## src/rtl/pwm_ramp.sv

```systemverilog
// ============================================================================
//  Module      : pwm_ramp
//  Description : Duty-cycle ramp generator feeding a 256-level PWM. Accepts a
//                target duty and a frames-per-step rate over valid/ready and
//                walks the duty by +/-1 only on PWM frame boundaries.
//  Revision    : 1.0  initial release
// ============================================================================
`default_nettype none

module pwm_ramp #(
  parameter logic [7:0] INIT   = 8'd0,
  parameter int         RATE_W = 8
) (
  input  logic              clk,
  input  logic              rst_n,
  input  logic              tgt_valid,
  output logic              tgt_ready,
  input  logic [7:0]        tgt_data,
  input  logic [RATE_W-1:0] rate,
  output logic [7:0]        d_out,
  output logic              busy,
  output logic              done,
  output logic              frame_tick
);

  typedef enum logic [0:0] {
    IDLE = 1'b0,
    RAMP = 1'b1
  } state_t;

  state_t            r_state;
  state_t            w_state_nxt;
  logic [7:0]        r_fcnt;
  logic [7:0]        r_d;
  logic [7:0]        w_d_nxt;
  logic [7:0]        r_tgt;
  logic [7:0]        w_tgt_nxt;
  logic [RATE_W-1:0] r_rate;
  logic [RATE_W-1:0] w_rate_nxt;
  logic [RATE_W-1:0] r_pcnt;
  logic [RATE_W-1:0] w_pcnt_nxt;
  logic              r_done;
  logic              w_done_nxt;
  logic              w_frame_tick;
  logic              w_accept;
  logic              w_last_frame;

  // Frame boundary: the PWM counter is at its last count, so a duty update on
  // this edge takes effect exactly when the next frame starts.
  assign w_frame_tick = (r_fcnt == 8'hFF);
  assign w_accept     = tgt_valid && (r_state == IDLE);
  assign w_last_frame = (r_pcnt == (r_rate - RATE_W'(1)));

  assign tgt_ready  = (r_state == IDLE);
  assign busy       = (r_state == RAMP);
  assign done       = r_done;
  assign d_out      = r_d;
  assign frame_tick = w_frame_tick;

  // Free-running frame counter, phase-aligned with the PWM via the shared reset.
  always_ff @(posedge clk or negedge rst_n) begin
    if (!rst_n) begin
      r_fcnt <= 8'd0;
    end else begin
      r_fcnt <= r_fcnt + 8'd1;
    end
  end

  // Next-state and datapath update for the IDLE/RAMP controller.
  always_comb begin
    w_state_nxt = r_state;
    w_d_nxt     = r_d;
    w_tgt_nxt   = r_tgt;
    w_rate_nxt  = r_rate;
    w_pcnt_nxt  = r_pcnt;
    w_done_nxt  = 1'b0;
    unique case (r_state)
      IDLE: begin
        if (w_accept) begin
          w_tgt_nxt  = tgt_data;
          // A zero rate would never match pcnt==rate-1 sensibly; run it as 1.
          w_rate_nxt = (rate == '0) ? RATE_W'(1) : rate;
          w_pcnt_nxt = '0;
          if (tgt_data == r_d) begin
            w_done_nxt = 1'b1;
          end else begin
            w_state_nxt = RAMP;
          end
        end
      end
      RAMP: begin
        if (w_frame_tick) begin
          if (w_last_frame) begin
            w_pcnt_nxt = '0;
            // In RAMP r_d never equals r_tgt, so the step cannot overshoot or wrap.
            w_d_nxt = (r_tgt > r_d) ? (r_d + 8'd1) : (r_d - 8'd1);
            if (w_d_nxt == r_tgt) begin
              w_state_nxt = IDLE;
              w_done_nxt  = 1'b1;
            end
          end else begin
            w_pcnt_nxt = r_pcnt + RATE_W'(1);
          end
        end
      end
      default: begin
        w_state_nxt = IDLE;
      end
    endcase
  end

  // Controller state and datapath registers; reset discards any in-flight ramp.
  always_ff @(posedge clk or negedge rst_n) begin
    if (!rst_n) begin
      r_state <= IDLE;
      r_d     <= INIT;
      r_tgt   <= INIT;
      r_rate  <= RATE_W'(1);
      r_pcnt  <= '0;
      r_done  <= 1'b0;
    end else begin
      r_state <= w_state_nxt;
      r_d     <= w_d_nxt;
      r_tgt   <= w_tgt_nxt;
      r_rate  <= w_rate_nxt;
      r_pcnt  <= w_pcnt_nxt;
      r_done  <= w_done_nxt;
    end
  end

endmodule

`default_nettype wire

```

## config.mk

```make
export PLATFORM = sky130hd
export DESIGN_NAME = pwm_ramp
export DESIGN_NICKNAME = d
export VERILOG_FILES = /design/src/rtl/pwm_ramp.sv
export SDC_FILE = /design/constraint.sdc
export NUM_CORES = 1
export LEC_CHECK = 0
export ABC_AREA = 1
export ABC_CLOCK_PERIOD_IN_PS = 3400
export CAP_MARGIN = 40
export CORE_ASPECT_RATIO = 1.2
export CORE_MARGIN = 5
export CORE_UTILIZATION = 64
export CTS_CLUSTER_SIZE = 8
export DETAILED_ROUTE_END_ITERATION = 10
export DONT_BUFFER_PORTS = 1
export GPL_ROUTABILITY_DRIVEN = 0
export GPL_TIMING_DRIVEN = 0
export PLACE_DENSITY = 0.83
export SYNTH_ARGS = -nofsm -noshare
export SYNTH_HDL_FRONTEND = slang
export SYNTH_SLANG_ARGS = --single-unit
```

## constraint.sdc

```tcl
create_clock -name clk -period 3.4 [get_ports clk]
set_input_delay 0.68 -clock clk [delete_from_list [all_inputs] [get_ports clk]]
set_output_delay 0.68 -clock clk [all_outputs]
set_load 0.01 [all_outputs]
```

==> flow_summary.toml, run 1 <==
[outcome]
status = "finished, final reports clean"

[critical_path]
crit_family = "simple AND/OR/NAND/NOR gates"
worst_path_largest_cell_delay_ps = 500
crit_chain = "inv_1, ha_1, a21oi_1, nand2_1, nand2_1, nand2_1, nand2_4, inv_1, fa_1, nand2_1, nand2_1, nor2_1, nand3_1, nor2_1, nand3_1, nor2_1, nand4_1, o21ai_1"
path_class = "reg2reg"
cp_max_fo = 6
crit_arrival_ps = 3350
crit_required_ps = 3610
crit_path_end_kind = "register"
crit_top_cell = "nand2_1"
startpoint_type = "register"
worst-path-buf-inv = 2
crit_slowest_cell = "dfrtp_1"

[cts]
clkLatencyLatePin_ps = 300
cts_sinks = 42
htree_num_levels = 2
root_buffer = "clkbuf_8"
cts_buffers = 5
tritoncts = "yes"
path_clk_slew_ps = 90
clock_path_buffers = 2
holdBufCountCts = 0

[cells_and_area]
antenna_cells = 0
area_delta_synth_final_pct = 7.45
multi_input_area_um2 = 1570
seq_area_um2 = 1050
final_cells = 452
fillers = 354
fin_nets = 433
final_layout_size_suffix_gt1_frac = 0.0934

[yosys]
synth_area_leader_cell = "dfrtp_1"
synth_seq_cells = 42
syn_nets = 422
ys.flop_type = "dfrtp_1"
yosysSeqAreaShare = 0.367
netlist.area_leader.share = 0.357
yosysMostFrequentCell = "nand2_1"
async_reset_ff_frac = 1.00
synthTopCellsByArea = "dfrtp_1 36%, nand2_1 15%, inv_1 8.6%, ha_1 7.8%, nand3_1 4.5%"
syn_inst = 384
synthTopCellsByCount = "112 x nand2_1, 66 x inv_1, 41 x dfrtp_1"
ys_types = 32
synth_edf_count = 0
postSynthAreaPerCell_um2 = 7.47
synth_area_um2 = 2870
yosys_warnings = 0

[power_and_ir_drop]
p_total_mw = 1.25
p_leak_nw = 1.64
p_per_area_nw_per_um2 = 406
ir_drop_uv = 240

[placement]
dp_cells = 440
pre_cts_slack_ps = -33.8
dpl.hpwl_um = 4670
portBuffers = 0

[grt]
grt-ovfl-total = 0
grt_pass1_vias = 2532
grt_pass1_wl_um = 11000
antenna_found_initial = 0
grt_start_max_net_pins = 43
grt_use_total = 0.229

[sta]
period_minus_slack_ps = 3140
setup_ws_ps = 257
period_share = 0.925
setup_viol = 0
final_max_slew_viol_count = 0
max_freq_ghz = 0.318
skew_ps = 6.70
maxSlewHeadroom = 0.619
worst_slew_pin_slew_ps = 567
hold_viol_final = 0
holdWs_ps = 59.1
rsz0062_at_grt = "no"

[die]
start_util = 0.668
die_area_um2 = 5930
die_y_um = 83.4
rows = 26
die_x_um = 71.1
num_io_pins = 31
coreArea_um2 = 4290

[detailed_routing]
antenna_left = 0
detail_route.vias_per_cell = 5.46
dr.pass1.iters = 4
wl_per_cell_um = 13.8
postRouteWirelength_um = 6240
drc_errors = 0
vias = 2467
drt-initial-drc-count = 176

[min_path]
hold_class = "in2async"

[job]
cap_violations = 0
==> area by class of cell <==
cell class                 instances  area share
tap                               56      0.0227
sequential                        42       0.342
clock buffer                       6      0.0268
multi-input combinational        272       0.508
clock inverter                     2     0.00406
timing repair buffer               3     0.00730
buffer                             5     0.00892
inverter                          66      0.0803
==> repair_timing <==
item,in CTS,in global routing
resized for setup,1,7
pin swaps,0,2
endpoints found under the setup margin,1,3
gates cloned,0,1
buffers inserted,0,3
==> sequential cells by signal, summed over array words and instances (netlist names) <==
register  count
busy          1
d_out         8
done          1
r_fcnt        8
r_pcnt        8
r_rate        8
r_tgt         8
==> path summary, 6_finish.rpt <==
| check | to | cells after the start | slack (ps) | from |
|---|---|---|---|---|
| max in group asynchronous | r_rate[0]$_DFFE_PN1P_ | 0 | 3170 | rst_n |
| max | done$_DFF_PN0_ | 18 | 260 | d_out[3]$_DFFE_PN0P_ |
| min reg2reg | r_fcnt[0]$_DFF_PN0_ | 1 | 450 | r_fcnt[0]$_DFF_PN0_ |
| min in group clk | r_fcnt[0]$_DFF_PN0_ | 1 | 450 | r_fcnt[0]$_DFF_PN0_ |
| min | r_rate[5]$_DFFE_PN0P_ | 0 | 60 | rst_n |
| max reg2reg | done$_DFF_PN0_ | 18 | 260 | d_out[3]$_DFFE_PN0P_ |
==> cell usage in the layout (no fill, tap or decap), types with 3 or more instances in the layout <==
cell type | synthesis | layout
nand2_1 | 112 | 111
nand3b_1 | 7 | 7
o21ai_2 | 7 | 7
nand3_1 | 26 | 26
clkbuf_1 | 3 | 3
xor2_1 | 13 | 13
clkbuf_8 | 0 | 6
mux2_2 | 3 | 3
a21oi_1 | 7 | 5
nand4_1 | 10 | 10
xnor2_1 | 8 | 8
buf_4 | 0 | 3
o21ai_0 | 15 | 14
nor2_1 | 22 | 21
inv_1 | 66 | 66
dfrtp_1 | 41 | 39
ha_1 | 18 | 18
o22ai_1 | 6 | 6
==> per-stage QoR <==
step | setup TNS (ps) | utilization | instance area, um^2
finish | 0 | 0.718 | 3080
global route | 0 | 0.718 | 3080
CTS | 0 | 0.707 | 3040
detailed placement | -33.8 | 0.685 | 2940
global placement | -20.0 | 0.685 | 2940
floorplan | 0 | - | 2870
==> cell families after synthesis <==
group	Yosys count	synth area share
xor+xnor	21	0.0641
fa+ha+maj	19	0.0854
buf+inv	71	0.0959
compound gates	41	0.0885
flops	42	0.367
simple gates	187	0.288
mux	3	0.0118
==> metal layers <==
layer | global-route usage | up-vias | wire, um
met4 | 0.0991 | 0 | 169
met3 | 0.0604 | 14 | 277
met2 | 0.401 | 43 | 3310
met1 | 0.258 | 1156 | 2480
li1 | - | 1254 | -
met5 | 0 | - | 0
==> report_power, final <==
group | total, mW | switching [mW] | internal, mW
combinational | 0.349 | 0.207 | 0.142
sequential | 0.557 | 0.0300 | 0.527
clock | 0.348 | 0.184 | 0.163
total | 1.25 | 0.421 | 0.832
(Power assumes the default switching activity.)
==> run 2, diff against run 1 <==
--- a/config.mk
+++ b/config.mk
@@ -16,7 +16,7 @@
 export DONT_BUFFER_PORTS = 1
 export GPL_ROUTABILITY_DRIVEN = 0
 export GPL_TIMING_DRIVEN = 0
-export PLACE_DENSITY = 0.83
+export PLACE_DENSITY = 0.77
 export SYNTH_ARGS = -nofsm -noshare
 export SYNTH_HDL_FRONTEND = slang
 export SYNTH_SLANG_ARGS = --single-unit
==> flow_summary.toml, run 2 (synthesized netlist as in run 1, its figures left out) <==
[power_and_ir_drop]
p_per_area_nw_per_um2 = 405
ir_drop_uv = 247
p_total_mw = 1.24
p_leak_nw = 1.62

[detailed_routing]
vias = 2425
drt-initial-drc-count = 94
detail_route.vias_per_cell = 5.39
drc_errors = 0
antenna_left = 0
postRouteWirelength_um = 6240
wl_per_cell_um = 13.9
dr.pass1.iters = 4

[sta]
fin_tns_setup_ps = 0
period_share = 0.935
skew_ps = 7.52
period_minus_slack_ps = 3180
max_freq_ghz = 0.315
setup_ws_ps = 221
maxSlewHeadroom = 0.611
hold_viol_final = 0
final_max_slew_viol_count = 0
worst_slew_pin_slew_ps = 583
setup_viol = 0

[die]
coreArea_um2 = 4290
rows = 26
start_util = 0.668
die_area_um2 = 5930
die_x_um = 71.1
die_y_um = 83.4
num_io_pins = 31

[critical_path]
crit_path_end_kind = "register"
r2r_setup_slack_ps = 220
startpoint_type = "register"
path_class = "reg2reg"
cp_max_fo = 8
crit_required_ps = 3590
crit_arrival_ps = 3370

[cells_and_area]
area_delta_synth_final_pct = 6.89
fin_area_um2 = 3070
fin_nets = 431
final_layout_size_suffix_gt1_frac = 0.0888
layout_common_cells = "111 x nand2_1, 66 x inv_1, 38 x dfrtp_1"
final_common_cell = "nand2_1"
final_cells = 450
antenna_cells = 0

[cts]
cts_sinks = 42
holdBufCountCts = 0
cts_buffers = 5
clock_path_buffers = 2
htree_num_levels = 2
tritoncts = "yes"
clkLatencyLatePin_ps = 300
path_clk_slew_ps = 90
root_buffer = "clkbuf_8"

[grt]
grt_use_total = 0.223
grt-ovfl-total = 0
antenna_found_initial = 0
grt_pass1_vias = 2417
grt_start_max_net_pins = 43
grt_pass1_wl_um = 10600

[placement]
placed_area_um2 = 2940
portBuffers = 0
pre_cts_slack_ps = -96.7
dpl.hpwl_um = 4770
dp_cells = 440

[job]
cap_violations = 0

[outcome]
status = "finished, final reports clean"

[min_path]
hold_class = "in2async"
[run 2: changes by cell type in the layout (fill, tap and decap cells not counted), sizes merged]
cell | before | now
buf | 4 | 3
nand2 | 114 | 113
[run 2: worst paths after layout]
check                                        end  cells after the start            startpoint
min reg2reg                  r_fcnt[0]$_DFF_PN0_                      1   r_fcnt[0]$_DFF_PN0_
max in group asynchronous  r_rate[0]$_DFFE_PN1P_                      0                 rst_n
max reg2reg                       busy$_DFF_PN0_                     18  d_out[7]$_DFFE_PN0P_
max                               busy$_DFF_PN0_                     18  d_out[7]$_DFFE_PN0P_
min                        r_pcnt[2]$_DFFE_PN0P_                      0                 rst_n
min in group clk             r_fcnt[0]$_DFF_PN0_                      1   r_fcnt[0]$_DFF_PN0_
[run 2: worst max-delay path, stage by stage, from the launching register on]
cell     delay (ps)
dfrtp_2         460
inv_1           120
ha_1            320
nand2_1          80
nor2_2          150
nand4_1         210
nand2_4         180
inv_1            70
fa_1            490
nand2_1          90
nand2_1          50
nor2_1           90
nand3_1          70
nor2_1          100
nand3_1          80
nor2_1          120
nand4_1         120
nor2_1          190
nor2_1           70
[run 2: layer usage]
layer / track usage / share of wire / vias to the layer above
li1: - / - / 1250
met1: 0.251 / 0.41 / 1112
met2: 0.392 / 0.52 / 43
met3: 0.0471 / 0.036 / 20
met4: 0.109 / 0.037 / 0
met5: 0 / 0 / -
[run 2: where the power goes]
group,switching (mW),leakage [nW],internal [mW]
clock,0.182,0.0472,0.163
combinational,0.205,1.05,0.137
sequential,0.0293,0.524,0.527
total,0.417,1.62,0.827
[run 2: per-stage QoR]
step | util | hold WS, ps
2_1_floorplan | - | 384
3_3_place_gp | 0.685 | 385
3_5_place_dp | 0.685 | 386
4_1_cts | 0.708 | 53.7
5_1_grt | 0.714 | 43.2
6_report | 0.714 | 61.8
[run 2: final cells by class]
class	instances	area [um^2]
Fill cell	366	1230
Buffer	5	27.5
Clock buffer	6	82.6
Clock inverter	2	12.5
Timing Repair Buffer	2	15.0
Tap cell	56	70.1
Inverter	66	248
Sequential cell	42	1060
Multi-Input combinational cell	271	1560
[run 2: timing repair]
item,4_1_cts,5_1_grt
buffers inserted,0,2
endpoints found under the setup margin,2,2
gates cloned,0,0
pin swaps,0,2
gates resized for setup,2,6
